==> src/rtl/dualram_pkg.sv <==
// Shared types and constants for the synchronous dual-port RAM.
// Imported by the interface, read pipeline and top level.
package dualram_pkg;

    typedef enum logic {
        ST_CLEAR = 1'b0,
        ST_RUN   = 1'b1
    } state_t;

    localparam int RD_LAT_1 = 1;
    localparam int RD_LAT_2 = 2;

    localparam int BYPASS_READ_OLD = 0;
    localparam int BYPASS_READ_NEW = 1;

endpackage

==> src/rtl/sync_dualram_param_if.sv <==
// Request/response bundle of the dual-port RAM.
// The master drives requests; the slave (RAM) returns read data and status.
interface sync_dualram_param_if
    import dualram_pkg::*;
#(
    parameter int DATA_WIDTH = 8,
    parameter int ADDR_WIDTH = 4
);
    logic                  i_cs;
    logic                  i_wr_enb;
    logic [ADDR_WIDTH-1:0] i_wr_addr;
    logic [DATA_WIDTH-1:0] i_wr_data;
    logic                  i_rd_enb;
    logic [ADDR_WIDTH-1:0] i_rd_addr;
    logic [DATA_WIDTH-1:0] o_rd_data;
    logic                  o_rd_valid;
    logic                  o_busy;

    modport master (
        output i_cs, i_wr_enb, i_wr_addr, i_wr_data,
        output i_rd_enb, i_rd_addr,
        input  o_rd_data, o_rd_valid, o_busy
    );

    modport slave (
        input  i_cs, i_wr_enb, i_wr_addr, i_wr_data,
        input  i_rd_enb, i_rd_addr,
        output o_rd_data, o_rd_valid, o_busy
    );

endinterface

==> src/rtl/dualram_rd_pipe.sv <==
// Read result pipeline of 1 or 2 stages.
// Each stage only loads on a valid result, so the output holds between reads.
module dualram_rd_pipe
    import dualram_pkg::*;
#(
    parameter int DATA_WIDTH = 8,
    parameter int RD_LATENCY = 1
) (
    input  logic                  i_clk,
    input  logic                  i_rst,
    input  logic                  i_valid,
    input  logic [DATA_WIDTH-1:0] i_data,
    output logic                  o_valid,
    output logic [DATA_WIDTH-1:0] o_data
);

    logic [DATA_WIDTH-1:0] r_data [RD_LATENCY];
    logic [RD_LATENCY-1:0] r_valid;

    always_ff @(posedge i_clk) begin
        if (i_rst) begin
            r_valid <= '0;
            for (int i = 0; i < RD_LATENCY; i++) begin
                r_data[i] <= '0;
            end
        end else begin
            r_valid[0] <= i_valid;
            if (i_valid) begin
                r_data[0] <= i_data;
            end
            for (int i = 1; i < RD_LATENCY; i++) begin
                r_valid[i] <= r_valid[i-1];
                if (r_valid[i-1]) begin
                    r_data[i] <= r_data[i-1];
                end
            end
        end
    end

    assign o_valid = r_valid[RD_LATENCY-1];
    assign o_data  = r_data[RD_LATENCY-1];

endmodule

==> src/rtl/sync_dualram_param.sv <==
// Simple dual-port RAM with post-reset clear sequencer, range checks,
// selectable collision behaviour and 1/2-cycle read latency.
module sync_dualram_param
    import dualram_pkg::*;
#(
    parameter int DATA_WIDTH = 8,
    parameter int ADDR_WIDTH = 4,
    parameter int DEPTH      = 16,
    parameter int RD_LATENCY = 1,
    parameter int BYPASS     = 0
) (
    input  logic                 i_clk,
    input  logic                 i_rst,
    sync_dualram_param_if.slave  if_bus
);

    if (RD_LATENCY != RD_LAT_1 && RD_LATENCY != RD_LAT_2) begin : g_bad_lat
        $error("RD_LATENCY must be 1 or 2");
    end
    if (DEPTH < 1 || DEPTH > (1 << ADDR_WIDTH)) begin : g_bad_depth
        $error("DEPTH must be in 1 .. 2**ADDR_WIDTH");
    end

    localparam logic [ADDR_WIDTH-1:0] LAST_ADDR = ADDR_WIDTH'(DEPTH - 1);
    localparam logic [ADDR_WIDTH:0]   DEPTH_W   = (ADDR_WIDTH + 1)'(DEPTH);

    logic [DATA_WIDTH-1:0] r_mem [DEPTH];
    state_t                r_state;
    state_t                w_state_nxt;
    logic [ADDR_WIDTH-1:0] r_clr_ptr;
    logic [ADDR_WIDTH-1:0] w_clr_ptr_nxt;
    logic                  r_busy;
    logic                  w_clr_we;
    logic                  w_run;
    logic                  w_wr_ok;
    logic                  w_rd_req;
    logic                  w_rd_in_rng;
    logic                  w_collide;
    logic [DATA_WIDTH-1:0] w_rd_word;

    always_comb begin
        w_state_nxt   = r_state;
        w_clr_ptr_nxt = r_clr_ptr;
        w_clr_we      = 1'b0;
        unique case (r_state)
            ST_CLEAR: begin
                w_clr_we = 1'b1;
                if (r_clr_ptr == LAST_ADDR) begin
                    w_state_nxt   = ST_RUN;
                    w_clr_ptr_nxt = '0;
                end else begin
                    w_clr_ptr_nxt = r_clr_ptr + 1'b1;
                end
            end
            ST_RUN: begin
                w_state_nxt = ST_RUN;
            end
        endcase
    end

    always_ff @(posedge i_clk) begin
        if (i_rst) begin
            r_state   <= ST_CLEAR;
            r_clr_ptr <= '0;
            r_busy    <= 1'b1;
        end else begin
            r_state   <= w_state_nxt;
            r_clr_ptr <= w_clr_ptr_nxt;
            r_busy    <= (w_state_nxt == ST_CLEAR);
        end
    end

    assign w_run       = (r_state == ST_RUN);
    assign w_wr_ok     = w_run && if_bus.i_cs && if_bus.i_wr_enb
                         && ({1'b0, if_bus.i_wr_addr} < DEPTH_W);
    assign w_rd_req    = w_run && if_bus.i_cs && if_bus.i_rd_enb;
    assign w_rd_in_rng = {1'b0, if_bus.i_rd_addr} < DEPTH_W;
    assign w_collide   = w_wr_ok && (if_bus.i_wr_addr == if_bus.i_rd_addr);

    // Read-new forwards the incoming word; read-old sees the array before the edge.
    always_comb begin
        w_rd_word = '0;
        if (w_rd_in_rng) begin
            if (BYPASS == BYPASS_READ_NEW && w_collide) begin
                w_rd_word = if_bus.i_wr_data;
            end else begin
                w_rd_word = r_mem[if_bus.i_rd_addr];
            end
        end
    end

    always_ff @(posedge i_clk) begin
        if (!i_rst) begin
            if (w_clr_we) begin
                r_mem[r_clr_ptr] <= '0;
            end else if (w_wr_ok) begin
                r_mem[if_bus.i_wr_addr] <= if_bus.i_wr_data;
            end
        end
    end

    dualram_rd_pipe #(
        .DATA_WIDTH (DATA_WIDTH),
        .RD_LATENCY (RD_LATENCY)
    ) u_rd_pipe (
        .i_clk   (i_clk),
        .i_rst   (i_rst),
        .i_valid (w_rd_req),
        .i_data  (w_rd_word),
        .o_valid (if_bus.o_rd_valid),
        .o_data  (if_bus.o_rd_data)
    );

    assign if_bus.o_busy = r_busy;

endmodule

==> src/flat_wrapper.sv <==
// flat-port wrapper written by rule: the top's interface ports become plain ports
module sync_dualram_param_flat import dualram_pkg::*;
#(
    parameter int DATA_WIDTH = 8,
    parameter int ADDR_WIDTH = 4,
    parameter int DEPTH      = 16,
    parameter int RD_LATENCY = 1,
    parameter int BYPASS     = 0
)
  (i_clk, i_rst, if_bus_i_cs, if_bus_i_wr_enb, if_bus_i_wr_addr, if_bus_i_wr_data, if_bus_i_rd_enb, if_bus_i_rd_addr, if_bus_o_rd_data, if_bus_o_rd_valid, if_bus_o_busy);
  sync_dualram_param_if #(.DATA_WIDTH(DATA_WIDTH), .ADDR_WIDTH(ADDR_WIDTH)) if_bus_i ();
  input  logic i_clk;
  input  logic i_rst;
  input wire logic [$bits(if_bus_i.i_cs)-1:0] if_bus_i_cs;
  input wire logic [$bits(if_bus_i.i_wr_enb)-1:0] if_bus_i_wr_enb;
  input wire logic [$bits(if_bus_i.i_wr_addr)-1:0] if_bus_i_wr_addr;
  input wire logic [$bits(if_bus_i.i_wr_data)-1:0] if_bus_i_wr_data;
  input wire logic [$bits(if_bus_i.i_rd_enb)-1:0] if_bus_i_rd_enb;
  input wire logic [$bits(if_bus_i.i_rd_addr)-1:0] if_bus_i_rd_addr;
  output wire logic [$bits(if_bus_i.o_rd_data)-1:0] if_bus_o_rd_data;
  output wire logic [$bits(if_bus_i.o_rd_valid)-1:0] if_bus_o_rd_valid;
  output wire logic [$bits(if_bus_i.o_busy)-1:0] if_bus_o_busy;
  assign if_bus_i.i_cs = if_bus_i_cs;
  assign if_bus_i.i_wr_enb = if_bus_i_wr_enb;
  assign if_bus_i.i_wr_addr = if_bus_i_wr_addr;
  assign if_bus_i.i_wr_data = if_bus_i_wr_data;
  assign if_bus_i.i_rd_enb = if_bus_i_rd_enb;
  assign if_bus_i.i_rd_addr = if_bus_i_rd_addr;
  assign if_bus_o_rd_data = if_bus_i.o_rd_data;
  assign if_bus_o_rd_valid = if_bus_i.o_rd_valid;
  assign if_bus_o_busy = if_bus_i.o_busy;
  sync_dualram_param #(.DATA_WIDTH(DATA_WIDTH), .ADDR_WIDTH(ADDR_WIDTH), .DEPTH(DEPTH), .RD_LATENCY(RD_LATENCY), .BYPASS(BYPASS)) u_core (.i_clk(i_clk), .i_rst(i_rst), .if_bus(if_bus_i));
endmodule
==> config.mk <==
export PLATFORM = sky130hd
export DESIGN_NAME = sync_dualram_param_flat
export DESIGN_NICKNAME = d
export VERILOG_FILES = /design/src/rtl/dualram_pkg.sv /design/src/rtl/sync_dualram_param_if.sv /design/src/rtl/dualram_rd_pipe.sv /design/src/rtl/sync_dualram_param.sv /design/src/flat_wrapper.sv
export SDC_FILE = /design/constraint.sdc
export NUM_CORES = 1
export LEC_CHECK = 0
export ABC_CLOCK_PERIOD_IN_PS = 2100
export BUFFER_PORTS_ARGS = -buffer_cell sky130_fd_sc_hd__buf_2
export CORE_AREA = 2 2 107 109
export DETAILED_ROUTE_END_ITERATION = 7
export DIE_AREA = 0 0 109 111
export PLACE_DENSITY_LB_ADDON = 0.3
export SETUP_SLACK_MARGIN = 0.5
export SLEW_MARGIN = 15
export SYNTH_ARGS = -nofsm -noshare
export SYNTH_HDL_FRONTEND = slang
export SYNTH_HIERARCHICAL = 1
export SYNTH_SLANG_ARGS = --single-unit
==> constraint.sdc <==
create_clock -name i_clk -period 2.1 [get_ports i_clk]
set_input_delay 0.21 -clock i_clk [delete_from_list [all_inputs] [get_ports i_clk]]
set_output_delay 0.21 -clock i_clk [all_outputs]
set_load 0.01 [all_outputs]
Word-level counts from Yosys, hierarchy flattened
Memories as Yosys holds them, arrays and structs flattened.
Cells that the tools add are included.
{"block": "op_classes", "addsub": 1, "mul": 0, "n_div": 0, "magnitude_cmp": 0, "eq_ne": 1, "shifts": 0, "muxes": 20, "bitwise": 2, "reduce_logical": 5}
{"operator": "$mux W8", "n": 2}
{"operator": "$reduce_or A8 Y1", "n": 2}
{"operator": "$mux W1", "n": 15}
{"operator": "$mux W4", "n": 2}
{"operator": "$add A4 B1 Y4 const B", "n": 1}
{"operator": "$eq A4 B4 Y1 const B", "n": 1}
{"operator": "$logic_and A1 B1 Y1", "n": 3}
{"operator": "$not A1 Y1", "n": 2}
{"operator": "$pmux W1 S2", "n": 1}
{"block": "word_totals", "register_bits": 7, "latch_bits": 0, "ramBits": 136, "romBits": 0, "in_bits": 21, "out_inout_bits": 10, "word_cells": 35, "n_memories": 2}
{"memory": "u_core.r_mem", "depth": 16, "word_bits": 8, "rd": 1, "rd_ports_with_merged_regs": 0, "write_ports": 1, "line": "sync_dualram_param.sv:27", "source": "logic [DATA_WIDTH-1:0] r_mem [DEPTH];"}
{"memory": "u_core.u_rd_pipe.r_data", "depth": 1, "word_bits": 8, "rd": 1, "rd_ports_with_merged_regs": 0, "write_ports": 1, "line": "dualram_rd_pipe.sv:17", "source": "logic [DATA_WIDTH-1:0] r_data [RD_LATENCY];"}

Depth between registers and ports, before layout
Gate-level depths: netlist of the first run.
{"block": "logic_depth", "depth_word": 8, "ltp_mapped": 6, "mapped_depth_nobuf": 4}

Cells and area by module
The synthesis of the first run kept the hierarchy.
{"mod": "sync_dualram_param", "n_inst": 1, "cells_per_inst": 270, "area_per_inst_um2": 5441.5, "seq_area_each_um2": 3963.8}
{"mod": "dualram_rd_pipe", "n_inst": 1, "cells_per_inst": 19, "area_per_inst_um2": 342.8, "seq_area_each_um2": 260.2}

Least setup slack after synthesis of the first run
OpenSTA, ideal clock, no wires.
{"block": "synth_path", "path_type": "register to register", "startpoint": "register u_core.r_state", "endpoint": "memory u_core.r_mem[3][0], enable pin", "setup_time_ns": 0.383, "arrival_ns": 1.632, "t_required_ns": 1.717, "slack_ns": 0.084, "path_stages_with_launch": 5, "synth_period_minus_slack_ns": 2.016, "cell_sequence": "dfxtp_1 > and4b_1 > buf_6 > mux2_2 > nor3_1"}
{"block": "synth_via", "elab_chain_cells": 8, "elab_cells_between_ends": 12}
{"item": "start, declared", "line": "sync_dualram_param.sv:28", "source": "state_t r_state;"}
{"item": "start signal, assigned", "line": "sync_dualram_param.sv:67", "source": "r_state <= w_state_nxt;"}
{"item": "$logic_and A1 B1 Y1 (2 in a row)", "line": "sync_dualram_param.sv:74", "source": "assign w_wr_ok = w_run && if_bus.i_cs && if_bus.i_wr_enb"}
{"item": "$mux W1", "line": "sync_dualram_param.sv:96", "source": "end else if (w_wr_ok) begin"}
{"item": "$mux W1", "line": "sync_dualram_param.sv:94", "source": "if (w_clr_we) begin"}
{"item": "$mux W1", "line": "sync_dualram_param.sv:93", "source": "if (!i_rst) begin"}
{"item": "$mux W1 (not written as such)", "line": "sync_dualram_param.sv:97", "source": "r_mem[if_bus.i_wr_addr] <= if_bus.i_wr_data;"}
{"item": "$reduce_or A8 Y1 (no line)"}
{"item": "$mux W4 (no line) / $mux W1 (equally long branches)"}
{"item": "end, declared", "line": "sync_dualram_param.sv:27"}
Several ways; a longest one is shown, not always the timed one.

Final worst setup path of the first run
{"block": "layout_path", "startpoint": "register u_core.r_state", "endpoint": "memory u_core.r_mem[2][6], enable pin"}
The elaborated chain is that of the path after synthesis.

==> metrics.md, run 1 <==
| Metric | Value |
|---|---|
| Min-Delay Path Class | `primary input to flip-flop` |
| Residual DRC | `0` |
| Initial Utilization | `approximately 52%` |
| Ys async rst share | `0%` |
| Area of the die | `around 12000 µm²` |
| Mapped Cells | `around 290` |
| CP max stage delay | `roughly 0.41 ns` |
| Final Skew | `a little over 0.008 ns` |
| Crit-path cells | `and4b_1 > buf_12 > mux2_4 > nor3_4 > buf_6` |
| Filler Cell Count | `683` |
| Drt initial violations | `~210` |
| Switch share | `around 20%` |
| Avg Cell Area, Syn | `20.01 µm²` |
| Reg2Reg Depth | `5` |
| Count of flip-flops with a built-in enable after synthesis | `between 100 and 150` |
| Pins over their slew limit | `0` |
| Non-Filler Instances | `517` |
| Grt total ovfl | `0` |
| Worst EP arrival | `approximately 1.9 ns` |
| Peak supply drop | `0.4937 mV` |
| Crit start category | `flip-flop` |
| Initial antenna violation count | `0` |
| Final Hold Fails | `0` |
| Critical path depth | `5` |
| Clock root cell | `clkbuf_16` |
| Crit. End Element | `flip-flop` |
| Hold buffers post-CTS | `0` |
| Post-Syn Area | `roughly 5800 µm²` |
| Clock tree buffer depth | `2` |
| CP Class | `flip-flop to flip-flop` |
| Ys flop type | `edfxtp_1` |
| Post-DP HPWL | `approximately 7300 µm` |
| RSZ-0062 raised after global routing | `true` |
| Port bufs | `30` |
| Crit share post-route | `between 80% and 90%` |
| Vias in the first global route | `~3100` |
| CTS Buf Count | `17` |
| Share of layout cells above drive strength 1 | `a little under half` |
| Clock Sinks | `143` |
| Vias | `3064` |
| Crit path buffers/inverters | `2` |
| ANT cells | `0` |
| Worst reg-to-reg setup slack | `~0.30 ns` |
| Min-delay src | `i_rst` |
| Status | `finished, final reports clean` |
| Pwr/cell area | `approximately 900 nW/µm²` |
| Register clock-pin slew on the reported worst setup and hold paths | `approximately 0.06 ns` |
| Max-cap violations | `0` |
| Slew HR | `38.53%` |
| Core area | `11080 µm²` |
| CTS tree | `built` |
| Clock period minus worst slack | `1.799 ns` |
| Synthesis Warnings | `6` |
| Setup violators final | `0` |
| Post-synth cell types | `40` |
| Crit-path max FO | `8` |
| Final core occ | `about two thirds` |
| Drt pass-1 iters | `4` |
| Nets | `383` |
| Vias per cell | `roughly 6` |
| Pwr Total | `~6.6 mW` |
| Placed Cells | `about 460` |
| Actual slew at the worst max-slew pin | `0.9187 ns` |
| Largest net degree at the start of global routing | `33` |
| Fmax | `between 0.5 and 0.6 GHz` |
| Most common cell after layout, fill and taps aside | `edfxtp_1` |
| Total Routing Usage GR | `between 20% and 30%` |
| P_leak | `~2.8 nW` |
| Critical Path RT | `2.23 ns` |
| # rows | `39` |
| Average wire per cell in the routed design | `about 24 µm` |
| Setup crit start | `u_core/r_state$_SDFF_PP0_` |
| Reg power frac | `47.9%` |
| Sequential area share after synthesis | `about three quarters` |
| First-pass GRT wire length | `approximately 19000 µm` |
| Worst-Skew Late Latency | `just over 0.4 ns` |
| Worst R2R Start | `u_core/r_state$_SDFF_PP0_` |
| Final WL | `around 12000 µm` |
| RR Endpoint | `u_core/r_mem[2][6]$_DFFE_PP_` |
| Gate power share | `5.6%` |
| GP Congestion | `approximately 0.74` |
| Psw | `between 1 and 1.5 mW` |
| CP endpoint | `u_core/r_mem[2][6]$_DFFE_PP_` |
| Commonest cells after routing, fill and taps aside | `edfxtp_1, mux4_2, buf_2, clkbuf_16, nor3_4` |
| Internal | `about 5.3 mW` |
| H-Tree Depth | `4` |
| Top cell family by delay on the critical path | `simple AND/OR/NAND/NOR gates` |
| Clock power frac | `a little under half` |
| Post-Route Setup TNS | `0 ns` |
| Layout area overhead | `27.08%` |
| Yosys reg bits | `about 140` |
| CP max stage cell | `mux2_4` |
| Die Wd | `around 110 µm` |
| Detail Route Antenna Nets | `0` |
| Syn nets | `approximately 310` |
| Die H | `about 110 µm` |
| I/O pins | `31` |
[worst min path at each step]
stage | to | cells after the start
global route | u_core/r_clr_ptr[3]$_SDFFE_PP0N_ | 3
CTS | u_core/r_clr_ptr[3]$_SDFFE_PP0N_ | 3
floorplan | u_core/r_clr_ptr[3]$_SDFFE_PP0N_ | 1
global placement | u_core/r_clr_ptr[3]$_SDFFE_PP0N_ | 2
detailed placement | u_core/r_clr_ptr[3]$_SDFFE_PP0N_ | 2
finish | u_core/r_clr_ptr[3]$_SDFFE_PP0N_ | 3
[cell usage after synthesis, types with 2 or more instances]
cell | number | share of area [%]
mux4_1 | 13 | 5.9
edfxtp_1 | 136 | 71
dfxtp_1 | 7 | 2.4
and4b_1 | 2 | 0.35
buf_2 | 4 | 0.35
nor2b_1 | 7 | 0.76
a22oi_1 | 16 | 2.1
nand2b_1 | 2 | 0.22
buf_12 | 2 | 0.69
a21oi_1 | 3 | 0.26
and2_1 | 9 | 0.97
buf_6 | 2 | 0.39
nand2_1 | 10 | 0.65
nor2_1 | 7 | 0.45
nor3_1 | 16 | 1.4
mux2i_1 | 4 | 0.69
mux4_2 | 19 | 7.4
and3b_1 | 8 | 1.2
[tightest hold or removal path: cells and delay by family]
| kind | cells | cell delay [ns] |
|---|---|---|
| AO/OA/AOI/OAI | 1 | 0.06 |
| buffers and inverters | 2 | 0.29 |
[logic make-up after synthesis]
group                      after synthesis  synth area share, %
DFF                                    143                73.03
and+or+nand+nor                         67                6.663
muxes                                   39                14.69
AOI/OAI and AO/OA                       24                2.942
buffers and inverters                   14                2.315
xor gates and xnor gates                 1               0.1514
adders and majority gates                1               0.2163
[registers in the layout, indices dropped and copies added, names as in the netlist]
signal,flops
u_core/r_clr_ptr,4
u_core/u_rd_pipe/o_valid,1
u_core/if_bus.o_busy,1
u_core/r_state,1
u_core/r_mem,128
u_core/u_rd_pipe/r_data,8
[power groups by stage]
stage / clock network (mW) / registers [mW] / logic, mW
finish: 3.05 / 3.14 / 0.366
global route: 3.21 / 3.14 / 0.391
CTS: 3.08 / 3.14 / 0.351
detailed placement: 0 / 3.20 / 0.298
global placement: 0 / 3.19 / 0.294
floorplan: 0 / 3.19 / 0.215
[final cells by class]
type,instances,area [µm²],share of cell area [%]
clock buffer,19,432.9,5.889
clock inverter,13,170.2,2.315
inverter,1,3.754,0.05106
multi-input combinational,132,1680,22.86
sequential,143,4225,57.48
tap,143,178.9,2.434
timing repair buffer,66,659.4,8.970
[through the flow]
stage	hold slack [ns]	cell area, µm²	setup WS (ns)
after global placement	0.5317	6340	0.06632
final	0.2012	7351	0.3011
after detailed placement	0.5471	6340	0.04746
after CTS	0.1908	7262	0.2985
after floorplan	0.2791	5993	0.4018
after global routing	0.2173	7351	0.2515
[routing by layer]
metal  global-route usage (%)  vias up  routed length, µm
met1                    31.09     1547               4736
met4                    9.573        0                382
li1                         -     1349                  -
met5                        0        -                  0
met2                    35.11      143               6339
met3                    6.055       25               1036
[what timing repair did]
action | 4_1_cts | 5_1_grt
resized for setup | 23 | 18
pin swaps | 15 | 13
setup endpoints to repair | 190 | 200
setup buffers | 18 | 4
Power figures use the tool's default switching activity.
==> run 2: changes to the inputs <==
--- a/config.mk
+++ b/config.mk
@@ -10,7 +10,7 @@
 export CORE_AREA = 2 2 107 109
 export DETAILED_ROUTE_END_ITERATION = 7
 export DIE_AREA = 0 0 109 111
-export PLACE_DENSITY_LB_ADDON = 0.3
+export PLACE_DENSITY = 0.73
 export SETUP_SLACK_MARGIN = 0.5
 export SLEW_MARGIN = 15
 export SYNTH_ARGS = -nofsm -noshare
==> metrics.md, run 2 (same netlist as run 1, synthesis figures left out) <==
| Metric | Value |
|---|---|
| Status | `finished, final reports clean` |
| Hold Path End | `u_core/r_clr_ptr[3]$_SDFFE_PP0N_` |
| Nets | `386 (+0.78%)` |
| Residual DRC | `0 (unchanged)` |
| CTS Buf Count | `17 (unchanged)` |
| Crit share post-route | `83.91% (-1.8 points)` |
| Clock root cell | `clkbuf_16` |
| Max reg flops | `128 (unchanged)` |
| Clock tree buffer depth | `2 (unchanged)` |
| Min-delay src | `i_rst` |
| Top flop regs | `u_core/r_mem (128), u_core/u_rd_pipe/r_data (8), u_core/r_clr_ptr (4)` |
| Register clock-pin slew on the reported worst setup and hold paths | `0.06 ns (about the same)` |
| Hold buffers post-CTS | `0 (unchanged)` |
| Drt pass-1 iters | `4 (unchanged)` |
| ANT cells | `0 (unchanged)` |
| Die Wd | `109 µm (unchanged)` |
| RR Endpoint | `u_core/r_mem[3][7]$_DFFE_PP_` |
| Pins over their slew limit | `0 (unchanged)` |
| Grt total ovfl | `0 (unchanged)` |
| Vias | `3076 (+0.39%)` |
| Fmax | `0.5675 GHz (+2.1%)` |
| Most common cell after layout, fill and taps aside | `edfxtp_1` |
| Non-Filler Instances | `520 (+0.58%)` |
| Filler Cell Count | `668 (-2.2%)` |
| Worst R2R Start | `u_core/r_state$_SDFF_PP0_` |
| Min-Delay Path Class | `primary input to flip-flop` |
| Port bufs | `30 (unchanged)` |
| CTS tree | `built` |
| Vias per cell | `5.915 (-0.19%)` |
| Die H | `111 µm (unchanged)` |
| First-pass GRT wire length | `19260 µm (+1.9%)` |
| Final WL | `12560 µm (+0.50%)` |
| GP Congestion | `0.7582 (+2.3%)` |
| Max-cap violations | `0 (unchanged)` |
| Final Hold Fails | `0 (unchanged)` |
| Pwr/cell area | `906.4 nW/µm² (+1.6%)` |
| Post-Route Setup TNS | `0 ns (unchanged)` |
| Core area | `11080 µm² (unchanged)` |
| H-Tree Depth | `4 (unchanged)` |
| Clock period minus worst slack | `1.762 ns (-0.03688 ns)` |
| Min-Delay Path Depth | `3 (unchanged)` |
| Vias in the first global route | `3190 (+2.2%)` |
| Initial antenna violation count | `0 (unchanged)` |
| Setup ws final | `0.3380 ns (+0.03688 ns)` |
| Critical Path RT | `2.22 ns (about the same)` |
| Crit. End Element | `flip-flop` |
| Worst-Skew Late Latency | `0.42 ns (about the same)` |
| Placed Cells | `468 (+1.1%)` |
| Post-DP HPWL | `7425 µm (+1.6%)` |
| Largest net degree at the start of global routing | `24 (-27%)` |
| RSZ-0062 raised after global routing | `true` |
| Peak supply drop | `0.6111 mV (+24%)` |
| Initial Utilization | `52.22% (unchanged)` |
| Worst EP arrival | `1.89 ns (-0.03 ns)` |
| CP max stage cell | `mux2_4` |
| Final core occ | `67.07% (+0.71 points)` |
| Slew HR | `39.95% (+1.4 points)` |
| Worst reg-to-reg setup slack | `0.34 ns (+0.04 ns)` |
| Share of layout cells above drive strength 1 | `47.21% (+1.5 points)` |
| Final Skew | `0.01442 ns (+0.006216 ns)` |
| Detail Route Antenna Nets | `0 (unchanged)` |
| CP max stage delay | `0.38 ns (-0.03 ns)` |
| Average wire per cell in the routed design | `24.15 µm (about the same)` |
| Drt initial violations | `295 (+38%)` |
| Pre-CTS setup slack | `0.1230 ns (+0.07557 ns)` |
| # rows | `39 (unchanged)` |
| CP Class | `flip-flop to flip-flop` |
| Layout area overhead | `28.44%` |
| Clock Sinks | `143 (unchanged)` |
| Reg2Reg Depth | `5 (unchanged)` |
| P_leak | `2.829 nW (+1.5%)` |
| Crit-path cells | `and4b_2 > mux2_4 > buf_4 > nor3_4 > buf_12` |
| Commonest cells after routing, fill and taps aside | `edfxtp_1, buf_2, mux4_2, clkbuf_16, buf_6` |
| Largest Register | `u_core/r_mem` |
| Total Routing Usage GR | `23.04% (+0.20 points)` |
| I/O pins | `31 (unchanged)` |
| Setup violators final | `0 (unchanged)` |
| Crit start category | `flip-flop` |
| Area of the die | `12100 µm² (unchanged)` |
| Actual slew at the worst max-slew pin | `0.8975 ns (-0.02125 ns)` |
| Crit-path max FO | `8 (unchanged)` |
run 2: cell types whose count changed in the layout (fill, tap and decap cells not counted), sizes merged:
cell and change:
buf +3, clkbuf +1, clkinv -4, clkinvlp +2, inv +1
run 2: final cells by class:
type / count / area [µm²] / area share, %
Clock inverter: 12 / 185.2 / 2.492
Timing Repair Buffer: 69 / 669.4 / 9.010
Multi-Input combinational cell: 132 / 1710 / 23.02
Sequential cell: 143 / 4225 / 56.87
Clock buffer: 20 / 456.7 / 6.147
Inverter: 1 / 3.754 / 0.05052
Tap cell: 143 / 178.9 / 2.408
run 2: through the flow:
step | total power, mW | area, µm² | hold slack, ns
floorplan | 3.408 | 5993 | 0.2791
finish | 6.734 | 7430 | 0.2072
global placement | 3.484 | 6352 | 0.5347
detailed placement | 3.489 | 6352 | 0.5546
global route | 6.910 | 7430 | 0.2101
CTS | 6.718 | 7356 | 0.1813
run 2: where the power goes:
| part | internal [mW] | total, mW | switching (mW) |
|---|---|---|---|
| clock | 2.06 | 3.20 | 1.15 |
| sequential | 3.12 | 3.14 | 0.0185 |
| combinational | 0.191 | 0.392 | 0.201 |
run 2: how the worst max path moves through the flow:
stage	startpoint	to	depth (start not counted)
2_1_floorplan	u_core/r_state$_SDFF_PP0_	u_core/r_mem[3][0]$_DFFE_PP_	4
3_3_place_gp	i_rst	u_core/r_mem[3][7]$_DFFE_PP_	5
3_5_place_dp	i_rst	u_core/r_mem[3][4]$_DFFE_PP_	5
4_1_cts	u_core/r_state$_SDFF_PP0_	u_core/r_mem[0][7]$_DFFE_PP_	5
5_1_grt	u_core/r_state$_SDFF_PP0_	u_core/r_mem[8][2]$_DFFE_PP_	5
6_report	u_core/r_state$_SDFF_PP0_	u_core/r_mem[3][7]$_DFFE_PP_	5
run 2: what timing repair did:
action	4_1_cts	5_1_grt
endpoints found under the setup margin	230	176
buffers inserted	19	1
pin swaps	11	8
endpoints found under the hold margin	0	0
gates resized for setup	28	14
run 2: layer usage:
layer | routed length (µm) | vias to the layer above | share of wire (%) | GRT usage [%]
met5 | 0 | - | 0 | 0
met4 | 141 | 0 | 1.1 | 7.094
met3 | 559 | 11 | 4.5 | 5.585
met2 | 6530 | 103 | 52 | 36.15
met1 | 5326 | 1617 | 42 | 32.21
li1 | - | 1345 | - | -
run 2: critical path: cells and delay by family, from the launching register on:
kind                   cells  cell delay, ns
muxes                      1            0.38
buffers and inverters      2            0.31
DFF                        1            0.32
and+or+nand+nor            2            0.46
